**config.mk**
```make
export PLATFORM = sky130hd
export DESIGN_NAME = fetch_stage_flat
export DESIGN_NICKNAME = d
export VERILOG_FILES = /design/src/rtl/fetch_stage_if.sv /design/src/rtl/fetch_stage.sv /design/src/flat_wrapper.sv
export SDC_FILE = /design/constraint.sdc
export NUM_CORES = 1
export LEC_CHECK = 0
export CORE_MARGIN = 2
export CORE_UTILIZATION = 35
export CTS_CLUSTER_DIAMETER = 60
export DETAILED_ROUTE_END_ITERATION = 6
export PLACE_DENSITY_LB_ADDON = 0.25
export SLEW_MARGIN = 30
export SYNTH_ARGS = -nofsm -noshare
export SYNTH_HDL_FRONTEND = slang
export SYNTH_SLANG_ARGS = --single-unit
export TNS_END_PERCENT = 50
```
**constraint.sdc**
```tcl
create_clock -name clk -period 5.3 [get_ports clk]
set_input_delay 0.53 -clock clk [delete_from_list [all_inputs] [get_ports clk]]
set_output_delay 0.53 -clock clk [all_outputs]
set_load 0.02 [all_outputs]
```
**src/rtl/fetch_stage_if.sv**
```systemverilog
// Instruction-memory request/response bundle between the fetch stage and imem.
// One word request at a time; responses return in order.
interface fetch_stage_if;
  logic        req_valid;
  logic [31:0] req_addr;
  logic        req_ready;
  logic        rsp_valid;
  logic [31:0] rsp_data;

  modport master (
    output req_valid,
    output req_addr,
    input  req_ready,
    input  rsp_valid,
    input  rsp_data
  );

  modport slave (
    input  req_valid,
    input  req_addr,
    output req_ready,
    output rsp_valid,
    output rsp_data
  );
endinterface

```
**src/rtl/fetch_stage.sv**
```systemverilog
// RV32I instruction-fetch stage: owns the PC, fetches one word at a time from imem
// and fills the IF/ID register, honouring hazard stalls and EX redirects.
module fetch_stage #(
  parameter logic [31:0] RESET_PC  = 32'h0000_0000,
  parameter logic [31:0] NOP_INSTR = 32'h0000_0013
) (
  input  logic                 clk,
  input  logic                 rst_n,
  input  logic                 pc_en,
  input  logic                 if_id_en,
  input  logic                 redirect,
  input  logic [31:0]          redirect_pc,
  fetch_stage_if.master        imem,
  output logic                 if_id_valid,
  output logic [31:0]          if_id_pc,
  output logic [31:0]          if_id_pc_plus4,
  output logic [31:0]          if_id_instr
);

  typedef enum logic [2:0] {IDLE, REQ, WAIT, HOLD, DROP} state_t;

  state_t      state, state_next;
  logic [31:0] pc, pc_next;
  logic [31:0] req_pc, req_pc_next;
  logic [31:0] hold_instr, hold_next;
  logic        load;
  logic [31:0] load_instr;
  logic        advance;
  logic        handshake;
  logic [31:0] target;

  assign advance        = pc_en & if_id_en;
  assign target         = {redirect_pc[31:2], 2'b00};
  assign imem.req_valid = (state == REQ);
  assign imem.req_addr  = pc;
  assign handshake      = imem.req_valid & imem.req_ready;
  assign if_id_pc_plus4 = if_id_pc + 32'd4;

  always_comb begin
    state_next  = state;
    pc_next     = pc;
    req_pc_next = req_pc;
    hold_next   = hold_instr;
    load        = 1'b0;
    load_instr  = hold_instr;
    case (state)
      IDLE: state_next = REQ;
      REQ: begin
        if (redirect) begin
          pc_next = target;
          if (handshake) state_next = DROP;
        end else if (handshake) begin
          req_pc_next = pc;
          state_next  = WAIT;
        end
      end
      WAIT: begin
        if (imem.rsp_valid) begin
          if (redirect) begin
            pc_next    = target;
            state_next = REQ;
          end else if (advance) begin
            load       = 1'b1;
            load_instr = imem.rsp_data;
            pc_next    = req_pc + 32'd4;
            state_next = REQ;
          end else begin
            hold_next  = imem.rsp_data;
            state_next = HOLD;
          end
        end else if (redirect) begin
          // The in-flight word is now wrong-path; DROP swallows it when it lands.
          pc_next    = target;
          state_next = DROP;
        end
      end
      HOLD: begin
        if (redirect) begin
          pc_next    = target;
          state_next = REQ;
        end else if (advance) begin
          load       = 1'b1;
          pc_next    = req_pc + 32'd4;
          state_next = REQ;
        end
      end
      DROP: begin
        if (redirect) pc_next = target;
        if (imem.rsp_valid) state_next = REQ;
      end
      default: state_next = IDLE;
    endcase
  end

  always_ff @(posedge clk or negedge rst_n) begin
    if (!rst_n) begin
      state      <= IDLE;
      pc         <= RESET_PC;
      req_pc     <= RESET_PC;
      hold_instr <= NOP_INSTR;
    end else begin
      state      <= state_next;
      pc         <= pc_next;
      req_pc     <= req_pc_next;
      hold_instr <= hold_next;
    end
  end

  // A redirect squashes IF/ID even while the hazard unit is holding it.
  always_ff @(posedge clk or negedge rst_n) begin
    if (!rst_n) begin
      if_id_valid <= 1'b0;
      if_id_pc    <= 32'd0;
      if_id_instr <= NOP_INSTR;
    end else if (redirect) begin
      if_id_valid <= 1'b0;
      if_id_instr <= NOP_INSTR;
    end else if (if_id_en) begin
      if (load) begin
        if_id_valid <= 1'b1;
        if_id_pc    <= req_pc;
        if_id_instr <= load_instr;
      end else begin
        if_id_valid <= 1'b0;
        if_id_instr <= NOP_INSTR;
      end
    end
  end

endmodule
```
**src/flat_wrapper.sv**
```systemverilog
// flat-port wrapper written by rule: the top's interface ports become plain ports
module fetch_stage_flat 
#(
  parameter logic [31:0] RESET_PC  = 32'h0000_0000,
  parameter logic [31:0] NOP_INSTR = 32'h0000_0013
)
  (clk, rst_n, pc_en, if_id_en, redirect, redirect_pc, if_id_valid, if_id_pc, if_id_pc_plus4, if_id_instr, imem_req_valid, imem_req_addr, imem_req_ready, imem_rsp_valid, imem_rsp_data);
  fetch_stage_if imem_i ();
  input  logic clk;
  input  logic rst_n;
  input  logic pc_en;
  input  logic if_id_en;
  input  logic redirect;
  input  logic [31:0] redirect_pc;
  output logic if_id_valid;
  output logic [31:0] if_id_pc;
  output logic [31:0] if_id_pc_plus4;
  output logic [31:0] if_id_instr;
  output wire logic [$bits(imem_i.req_valid)-1:0] imem_req_valid;
  output wire logic [$bits(imem_i.req_addr)-1:0] imem_req_addr;
  input wire logic [$bits(imem_i.req_ready)-1:0] imem_req_ready;
  input wire logic [$bits(imem_i.rsp_valid)-1:0] imem_rsp_valid;
  input wire logic [$bits(imem_i.rsp_data)-1:0] imem_rsp_data;
  assign imem_req_valid = imem_i.req_valid;
  assign imem_req_addr = imem_i.req_addr;
  assign imem_i.req_ready = imem_req_ready;
  assign imem_i.rsp_valid = imem_rsp_valid;
  assign imem_i.rsp_data = imem_rsp_data;
  fetch_stage #(.RESET_PC(RESET_PC), .NOP_INSTR(NOP_INSTR)) u_core (.clk(clk), .rst_n(rst_n), .pc_en(pc_en), .if_id_en(if_id_en), .redirect(redirect), .redirect_pc(redirect_pc), .imem(imem_i), .if_id_valid(if_id_valid), .if_id_pc(if_id_pc), .if_id_pc_plus4(if_id_pc_plus4), .if_id_instr(if_id_instr));
endmodule
```
==> impl_metrics.json, run 1 <==
{
  "static-leakage-power_nw": 4.666,
  "sequential_fraction_of_the_synthesis_area_pct": 52.42,
  "setup-violations-final": 0,
  "placed_cells": 1195,
  "critical-path-slowest-cell": "sky130_fd_sc_hd__clkdlybuf4s50_1",
  "endpoint_kind": "output port",
  "logic_gate_share_of_total_power_pct": 40.1,
  "synth.avg_cell_area_sq_um": 10.47,
  "cpLargestDelayFamily": "simple AND/OR/NAND/NOR gates",
  "path_cells": "nand4_1 -> nor3_1 -> nand4_1 -> nor2_1 -> xor2_1 -> clkdlybuf4s50_1",
  "cts.htree.levels": 4,
  "cts_buf_count": 17,
  "post_layout_nonfiller_instances": 1227,
  "ant_nets": 0,
  "initial_core_util_pct": 35.83,
  "grt_setup_unrepaired": "false",
  "numClockSinks": 164,
  "mappedNetlistArea_sq_um": 7844,
  "placedInstanceArea_sq_um": 10070,
  "final_core_util_pct": 48.61,
  "num_antenna_cells": 0,
  "setup.worst_path.start_class": "flop",
  "post_synth_edffs": 0,
  "finalHoldViolCount": 0,
  "power.switching_mw": 2.259,
  "synth.largest_area_cell": "sky130_fd_sc_hd__dfrtp_1",
  "die_width_microns": 153.7,
  "grt_overflow_total": 0,
  "dp_hpwl_microns": 14280,
  "layout.cell_area.non_filler_sq_um": 10640,
  "synth.top_cells.by_area": "sky130_fd_sc_hd__dfrtp_1, sky130_fd_sc_hd__nand2_1, sky130_fd_sc_hd__mux2_2",
  "vdd.ir_drop.worst_mv": 0.2277,
  "initialDrtViolationCount": 255,
  "largest_clock_skew_in_the_final_design_ns": 0.01167,
  "postcts_setup_bufs": 0,
  "finalWirelength_microns": 20550,
  "netlist-cell-type-count": 54,
  "yosysWarningCount": 0,
  "ioPinCount": 201,
  "library_cell_appearing_most_often_on_the_critical_path": "sky130_fd_sc_hd__nand4_1",
  "critPathMaxFanout": 7,
  "hold_path_class": "input pin to async pin",
  "cp_data_arrival_time_ns": 3.06,
  "maxSlewHeadroom_pct": 37.52,
  "fin_hold_ws_ns": 0.02410,
  "gp_congestion": 0.7809,
  "post_drt_via_cell_ratio": 5.064,
  "dpl_worst_slack_ns": 1.880,
  "power_frac_seq_pct": 39.0,
  "clk_path_buf_depth": 2,
  "report.power.total_mw": 5.772,
  "cts_tree": "done",
  "p_clk_share_pct": 20.9,
  "cts-root-buf": "sky130_fd_sc_hd__clkbuf_16",
  "timing.final.crit_period_ns": 3.590,
  "nets": 1007,
  "synth_largest_type_area_fraction_pct": 50.41,
  "first_pass_iters": 5,
  "grt_usage_pct": 17.97,
  "fin_ws_ns": 1.710,
  "fp.coreArea_sq_um": 21890,
  "tightest_slew_ns": 0.9361,
  "area_growth_pct": 35.65,
  "vias_in_the_first_global_route": 6412,
  "resized_gates_after_cts": 0,
  "cap_viol_max_count": 0,
  "cpPeakStageDelay_ns": 0.62,
  "global_route_wire_length_before_repair_microns": 34210,
  "final_max_slew_viol_count": 0,
  "period_share_pct": 67.73,
  "place.port_buffers": 198,
  "cts_hold_buf": 0,
  "number_of_antenna_violations_at_the_first_check_in_global_routing": 0,
  "synth-seq-cells": 164,
  "ys.flop_type": "sky130_fd_sc_hd__dfrtp_1",
  "summed_negative_setup_slack_over_all_endpoints_ns": 0,
  "proportion_of_layout_cells_with_a_drive_suffix_above_1_pct": 10.24,
  "power_switching_share_pct": 39.14,
  "fp-row-count": 54,
  "synthesis.nets": 822,
  "run_status": "complete, no violations",
  "cp_num_buf_inv": 1,
  "maximum_number_of_pins_on_one_net_before_global_route_repair": 58,
  "route.detailed.drc": 0,
  "vias": 6214,
  "p_int_mw": 3.513,
  "clk_transition_reported_paths_ns": 0.07,
  "synthArstFlopShare_pct": 100.0,
  "wl_per_cell_microns": 16.75,
  "crit_type": "flop to output port",
  "max_freq_mhz": 278.6,
  "worst-endpoint-required_ns": 4.77,
  "floorplan.die.height_microns": 153.7,
  "clk_latency_ns": 0.43,
  "fp.dieArea_sq_um": 23620,
  "synthCells": 749,
  "power_density_nw_per_um2": 542.5
}
[power groups by stage]
stage / sequential, mW / clock [mW] / combinational, mW
6_report: 2.25 / 1.21 / 2.31
5_1_grt: 2.33 / 1.29 / 2.52
4_1_cts: 2.25 / 1.24 / 2.35
2_1_floorplan: 2.38 / 0 / 1.15
3_3_place_gp: 2.25 / 0 / 2.31
3_5_place_dp: 2.27 / 0 / 2.34
[area by class of cell]
| cell class | instances | area [sq um] |
|---|---|---|
| multi-input combinational | 543 | 3561 |
| clock buffer | 18 | 439.2 |
| clock inverter | 14 | 135.1 |
| tap | 280 | 350.3 |
| inverter | 4 | 15.01 |
| fill | 2096 | 11250 |
| timing repair buffer | 204 | 2028 |
| sequential | 164 | 4111 |
[path summary, 6_finish.rpt]
path,start,end,cells past startpoint,slack [ns]
setup / recovery,u_core.if_id_pc[5],if_id_pc_plus4[31],6,1.71
hold / removal,rst_n,u_core.hold_instr[13],1,0.02
setup reg to reg,u_core.state[2],u_core.imem.req_addr[16],5,2.75
hold reg to reg,u_core.if_id_instr[24],u_core.if_id_instr[24],2,0.48
max in group asynchronous,rst_n,u_core.imem.req_addr[22],2,4.13
min in group clk,u_core.if_id_instr[24],u_core.if_id_instr[24],2,0.48
[cell usage in the layout (no fill, tap or decap), types with 4 or more instances in the layout]
| master | netlist | layout |
|---|---|---|
| sky130_fd_sc_hd__clkdlybuf4s50_1 | 0 | 197 |
| sky130_fd_sc_hd__dfrtp_1 | 158 | 158 |
| sky130_fd_sc_hd__nand2_1 | 151 | 151 |
| sky130_fd_sc_hd__o21ai_0 | 40 | 40 |
| sky130_fd_sc_hd__mux2i_1 | 35 | 35 |
| sky130_fd_sc_hd__nor2_1 | 35 | 34 |
| sky130_fd_sc_hd__mux2_2 | 34 | 34 |
| sky130_fd_sc_hd__mux2_1 | 30 | 30 |
| sky130_fd_sc_hd__xor2_1 | 29 | 29 |
| sky130_fd_sc_hd__nand3_1 | 24 | 23 |
| sky130_fd_sc_hd__o22ai_1 | 22 | 22 |
| sky130_fd_sc_hd__a21oi_1 | 22 | 22 |
| sky130_fd_sc_hd__nand4_1 | 21 | 21 |
| sky130_fd_sc_hd__xnor2_1 | 21 | 21 |
| sky130_fd_sc_hd__clkbuf_16 | 0 | 17 |
| sky130_fd_sc_hd__nor3_1 | 13 | 12 |
| sky130_fd_sc_hd__and3_1 | 9 | 9 |
| sky130_fd_sc_hd__buf_4 | 3 | 6 |
| sky130_fd_sc_hd__dfstp_2 | 6 | 6 |
| sky130_fd_sc_hd__a211oi_1 | 5 | 5 |
| sky130_fd_sc_hd__inv_6 | 0 | 5 |
| sky130_fd_sc_hd__inv_1 | 4 | 4 |
| sky130_fd_sc_hd__and4_1 | 4 | 4 |
| sky130_fd_sc_hd__inv_8 | 0 | 4 |
[routing by layer]
layer	global-route usage, %	part of all wire (%)	vias up
met3	5.524	7.6	26
met5	0	0	-
met2	28.42	46	189
met4	6.116	1.8	0
li1	-	-	3002
met1	23.52	45	2997
[Yosys cell counts (5+ instances only)]
cell / number
sky130_fd_sc_hd__a211oi_1: 5
sky130_fd_sc_hd__a21oi_1: 22
sky130_fd_sc_hd__and3_1: 9
sky130_fd_sc_hd__buf_2: 11
sky130_fd_sc_hd__clkbuf_1: 19
sky130_fd_sc_hd__dfrtp_1: 158
sky130_fd_sc_hd__dfstp_2: 6
sky130_fd_sc_hd__mux2_1: 30
sky130_fd_sc_hd__mux2_2: 34
sky130_fd_sc_hd__mux2i_1: 35
sky130_fd_sc_hd__nand2_1: 151
sky130_fd_sc_hd__nand3_1: 24
sky130_fd_sc_hd__nand4_1: 21
sky130_fd_sc_hd__nor2_1: 35
sky130_fd_sc_hd__nor3_1: 13
sky130_fd_sc_hd__o21ai_0: 40
sky130_fd_sc_hd__o22ai_1: 22
sky130_fd_sc_hd__xnor2_1: 21
sky130_fd_sc_hd__xor2_1: 29
[logic make-up after synthesis]
kind of cell	count (synthesis)	share of synthesized area (%)
AO/OA/AOI/OAI	111	8.901
XOR/XNOR	52	5.998
adder cells (fa/ha/maj)	2	0.3190
buffers and inverters	42	2.424
flip-flops	164	52.42
multiplexers	99	13.65
AND/OR/NAND/NOR	279	16.29
[flip-flops by register name, summed over array words and instances, names as in the netlist]
register and count:
u_core.if_id_valid 1, u_core.state 3, u_core.if_id_pc 32, u_core.hold_instr 32
u_core.imem.req_addr 32, u_core.if_id_instr 32, u_core.req_pc 32
No activity file was read; power rests on OpenSTA's default activity.
==> inputs of run 2 (changes only) <==
clock period = 3.5 ns   (was 5.3 ns; I/O delays follow)
==> impl_metrics.json, run 2 (same netlist as run 1, synthesis figures left out) <==
{
  "layout_common_cells": "sky130_fd_sc_hd__clkdlybuf4s50_1, sky130_fd_sc_hd__dfrtp_1, sky130_fd_sc_hd__nand2_1, sky130_fd_sc_hd__o21ai_0, sky130_fd_sc_hd__mux2i_1",
  "placed_cells": 1202,
  "die_width_microns": 153.7,
  "clk_latency_ns": 0.43,
  "area_growth_pct": 37.10,
  "numClockSinks": 164,
  "run_status": "complete, no violations",
  "num_antenna_cells": 0,
  "regToRegSetupSlack_ns": 1.21,
  "max_freq_mhz": 314.4,
  "global_route_wire_length_before_repair_microns": 34360,
  "grt_usage_pct": 18.08,
  "critPathMaxFanout": 7,
  "finalHoldViolCount": 0,
  "setup.worst_path.start_class": "flop",
  "floorplan.die.height_microns": 153.7,
  "static-leakage-power_nw": 4.719,
  "ioPinCount": 201,
  "initial_core_util_pct": 35.83,
  "fp.dieArea_sq_um": 23620,
  "area_of_the_multi_input_gates_sq_um": 3561,
  "first_pass_iters": 6,
  "cap_viol_max_count": 0,
  "route.detailed.drc": 0,
  "fp-row-count": 54,
  "grt_overflow_total": 0,
  "post_layout_nonfiller_instances": 1235,
  "ant_nets": 0,
  "filler_cell_count": 2052,
  "summed_negative_setup_slack_over_all_endpoints_ns": 0,
  "crit_type": "flop to output port",
  "final_max_slew_viol_count": 0,
  "finalWirelength_microns": 20740,
  "setup-violations-final": 0,
  "power_density_nw_per_um2": 821.1,
  "worst-endpoint-required_ns": 3.15,
  "vias_in_the_first_global_route": 6387,
  "nets": 1015,
  "place.port_buffers": 198,
  "cts_buf_count": 17,
  "maxSlewHeadroom_pct": 45.76,
  "fin_hold_ws_ns": 0.4381,
  "cp_data_arrival_time_ns": 2.83,
  "maximum_number_of_pins_on_one_net_before_global_route_repair": 79,
  "tightest_slew_ns": 0.8051,
  "timing.final.crit_period_ns": 3.180,
  "layout.cell_area.non_filler_sq_um": 10750,
  "hold_path_class": "input pin to async pin",
  "seq_area_sq_um": 4111,
  "endpoint_kind": "output port",
  "cts_tree": "done",
  "cts-root-buf": "sky130_fd_sc_hd__clkbuf_16",
  "vias": 6210,
  "period_share_pct": 90.87,
  "post_drt_via_cell_ratio": 5.028,
  "proportion_of_layout_cells_with_a_drive_suffix_above_1_pct": 10.89,
  "clk_path_buf_depth": 2,
  "grt_setup_unrepaired": "false",
  "number_of_antenna_violations_at_the_first_check_in_global_routing": 0,
  "placedInstanceArea_sq_um": 10140,
  "cts.htree.levels": 4,
  "clk_transition_reported_paths_ns": 0.07,
  "largest_clock_skew_in_the_final_design_ns": 0.01265,
  "fp.coreArea_sq_um": 21890,
  "vdd.ir_drop.worst_mv": 0.3503,
  "gp_congestion": 0.7838,
  "dp_hpwl_microns": 14460,
  "initialDrtViolationCount": 259,
  "wl_per_cell_microns": 16.79,
  "mostFrequentLayoutCell": "sky130_fd_sc_hd__clkdlybuf4s50_1"
}
==> run 2: stage by stage <==
step	power [mW]	setup slack, ns	util (%)
2_1_floorplan	5.356	1.328	-
3_3_place_gp	6.922	0.7513	46.32
3_5_place_dp	6.993	0.7071	46.34
4_1_cts	8.923	0.2320	49.13
5_1_grt	9.403	0.03054	49.13
6_report	8.830	0.3196	49.13
==> run 2: metal layers <==
layer | global-route usage (%) | part of all wire [%] | up-vias
met3 | 6.257 | 7.4 | 16
met2 | 28.78 | 47 | 162
met1 | 23.75 | 45 | 3005
li1 | - | - | 3027
met4 | 4.412 | 1.0 | 0
met5 | 0 | 0 | -
==> run 2: cell type report <==
cell class / count / share of cell area [%]
clock buffer: 18 / 4.084
clock inverter: 14 / 1.501
inverter: 4 / 0.1396
multi-input combinational: 543 / 33.11
sequential: 164 / 38.23
tap: 280 / 3.258
timing repair buffer: 212 / 19.67
==> run 2: final timing paths <==
path,start,to,depth (start not counted)
max in group asynchronous,rst_n,u_core.if_id_instr[0],3
max reg2reg,u_core.state[2],u_core.if_id_instr[15],4
min reg2reg,u_core.if_id_instr[25],u_core.if_id_instr[25],2
min,rst_n,u_core.hold_instr[8],2
max,u_core.if_id_pc[5],if_id_pc_plus4[31],7
min in group clk,u_core.if_id_instr[25],u_core.if_id_instr[25],2
==> run 2: worst max-delay path, stage by stage (launching register included) <==
cell                              delay [ns]
sky130_fd_sc_hd__dfrtp_1                0.47
sky130_fd_sc_hd__nand4_1                0.27
sky130_fd_sc_hd__nor3_1                 0.25
sky130_fd_sc_hd__buf_4                  0.18
sky130_fd_sc_hd__nand4_1                0.25
sky130_fd_sc_hd__nor2_1                 0.22
sky130_fd_sc_hd__xor2_1                 0.16
sky130_fd_sc_hd__clkdlybuf4s50_1        0.61
==> run 2: timing repair <==
| action | CTS | global route |
|---|---|---|
| resized for setup | 0 | 0 |
| hold buffers | 1 | 0 |
| buffers inserted | 0 | 0 |
| hold endpoints to repair | 52 | 0 |
==> run 2: report_power, final <==
group / switching [mW] / total [mW] / internal (mW)
Sequential: 0.788 / 3.39 / 2.61
Clock: 0.863 / 1.90 / 1.04
Combinational: 1.77 / 3.53 / 1.77
Total: 3.42 / 8.83 / 5.41
==> inputs of run 3 (changes only) <==
CORE_MARGIN = 5   (was 2)
==> impl_metrics.json, run 3 (same netlist as run 1, synthesis figures left out) <==
{
  "worst-endpoint-required_ns": 3.15,
  "fp.coreArea_sq_um": 21960,
  "clk_path_buf_depth": 2,
  "vias": 6243,
  "global_route_wire_length_before_repair_microns": 34730,
  "finalHoldViolCount": 0,
  "report.power.total_mw": 8.942,
  "cts-root-buf": "sky130_fd_sc_hd__clkbuf_16",
  "proportion_of_layout_cells_with_a_drive_suffix_above_1_pct": 10.80,
  "gp_congestion": 0.8168,
  "final_max_slew_viol_count": 0,
  "setup.worst_path.start_class": "flop",
  "run_status": "complete, no violations",
  "timing.final.crit_period_ns": 3.186,
  "layout_common_cells": "sky130_fd_sc_hd__clkdlybuf4s50_1, sky130_fd_sc_hd__dfrtp_1, sky130_fd_sc_hd__nand2_1, sky130_fd_sc_hd__o21ai_0, sky130_fd_sc_hd__mux2i_1",
  "post_drt_via_cell_ratio": 5.059,
  "die_width_microns": 159.7,
  "clk_transition_reported_paths_ns": 0.07,
  "grt_overflow_total": 0,
  "nets": 1014,
  "route.detailed.drc": 0,
  "num_antenna_cells": 0,
  "maximum_number_of_pins_on_one_net_before_global_route_repair": 67,
  "finalWirelength_microns": 21450,
  "clk_latency_ns": 0.43,
  "cts.htree.levels": 4,
  "power_density_nw_per_um2": 829.9,
  "cap_viol_max_count": 0,
  "initial_core_util_pct": 35.72,
  "final_core_util_pct": 49.07,
  "layout.cell_area.non_filler_sq_um": 10780,
  "vdd.ir_drop.worst_mv": 0.3647,
  "fin_hold_ws_ns": 0.4822,
  "period_share_pct": 91.03,
  "cpPeakStageDelay_ns": 0.63,
  "floorplan.die.height_microns": 159.7,
  "grt_usage_pct": 16.87,
  "largest_clock_skew_in_the_final_design_ns": 0.01213,
  "number_of_antenna_violations_at_the_first_check_in_global_routing": 0,
  "ant_nets": 0,
  "wl_per_cell_microns": 17.38,
  "dp_hpwl_microns": 15150,
  "filler_cell_count": 2062,
  "tightest_slew_ns": 0.8660,
  "summed_negative_setup_slack_over_all_endpoints_ns": 0,
  "max_freq_mhz": 313.9,
  "initialDrtViolationCount": 348,
  "numClockSinks": 164,
  "static-leakage-power_nw": 4.722,
  "fp.dieArea_sq_um": 25500,
  "placedInstanceArea_sq_um": 10140,
  "grt_setup_unrepaired": "false",
  "vias_in_the_first_global_route": 6416,
  "crit_type": "flop to output port",
  "cts_buf_count": 17,
  "fp-row-count": 54,
  "first_pass_iters": 5,
  "hold_path_class": "flop to flop",
  "ioPinCount": 201,
  "postcts_setup_bufs": 0,
  "mostFrequentLayoutCell": "sky130_fd_sc_hd__clkdlybuf4s50_1",
  "setup-violations-final": 0,
  "critical-path-slowest-cell": "sky130_fd_sc_hd__clkdlybuf4s50_1",
  "cts_tree": "done",
  "library_cell_appearing_most_often_on_the_critical_path": "sky130_fd_sc_hd__nand4_1",
  "area_growth_pct": 37.37,
  "place.port_buffers": 198,
  "critPathMaxFanout": 7,
  "maxSlewHeadroom_pct": 41.73,
  "endpoint_kind": "output port",
  "path_cells": "nand4_1 -> nor3_1 -> buf_4 -> nand4_1 -> nor2_1 -> xor2_1 -> clkdlybuf4s50_1",
  "cp_data_arrival_time_ns": 2.84
}
[run 3: cell count changes in the layout (fill, tap and decap cells not counted), sizes merged]
| cell | change |
|---|---|
| buf | -1 |
| inv | -3 |
| bufinv | +2 |
| clkinvlp | +1 |
[run 3: path summary, 6_finish.rpt]
check	cells after the start	startpoint	to	slack (ns)
worst min register to register	2	u_core.if_id_instr[24]	u_core.if_id_instr[24]	0.48
worst min-delay path	2	u_core.if_id_instr[24]	u_core.if_id_instr[24]	0.48
min in group asynchronous	2	rst_n	u_core.if_id_instr[15]	0.49
worst max register to register	5	u_core.state[1]	u_core.imem.req_addr[31]	1.21
worst max-delay path	7	u_core.if_id_pc[5]	if_id_pc_plus4[29]	0.31
max in group asynchronous	3	rst_n	u_core.imem.req_addr[12]	2.19
[run 3: repair_timing]
action                                 CTS  global route
hold buffers                             1             0
resized for setup                        0             0
endpoints found under the hold margin   61             0
[run 3: final cells by class]
cell class                      count  area, sq um  area share [%]
Clock inverter                     14        190.2           1.765
Tap cell                          280        350.3           3.251
Clock buffer                       18        439.2           4.076
Timing Repair Buffer              211         2108           19.57
Sequential cell                   164         4111           38.16
Inverter                            4        15.01          0.1393
Multi-Input combinational cell    543         3561           33.05
[run 3: layer usage]
metal	GRT usage, %	share of wire [%]	vias up
met2	25.89	45	190
met3	6.186	7.8	28
li1	-	-	3021
met1	22.14	45	3004
met4	5.759	2.2	0
met5	0	0	-
[run 3: critical path: cells and delay by family, from the launching register on]
family | cells | cell delay [ns]
buffers and inverters | 2 | 0.80
DFF | 1 | 0.46
xor gates and xnor gates | 1 | 0.17
and+or+nand+nor | 4 | 0.97
[run 3: through the flow]
stage               worst slack, ns  instances
finish                       0.3141       1234
global route                 0.1045       1234
floorplan                     1.328        749
detailed placement           0.7173       1201
global placement             0.7428       1201
CTS                          0.2464       1234
[run 3: power breakdown]
group / switching, mW / internal, mW
Sequential: 0.795 / 2.61
Combinational: 1.77 / 1.76
Clock: 0.842 / 1.17
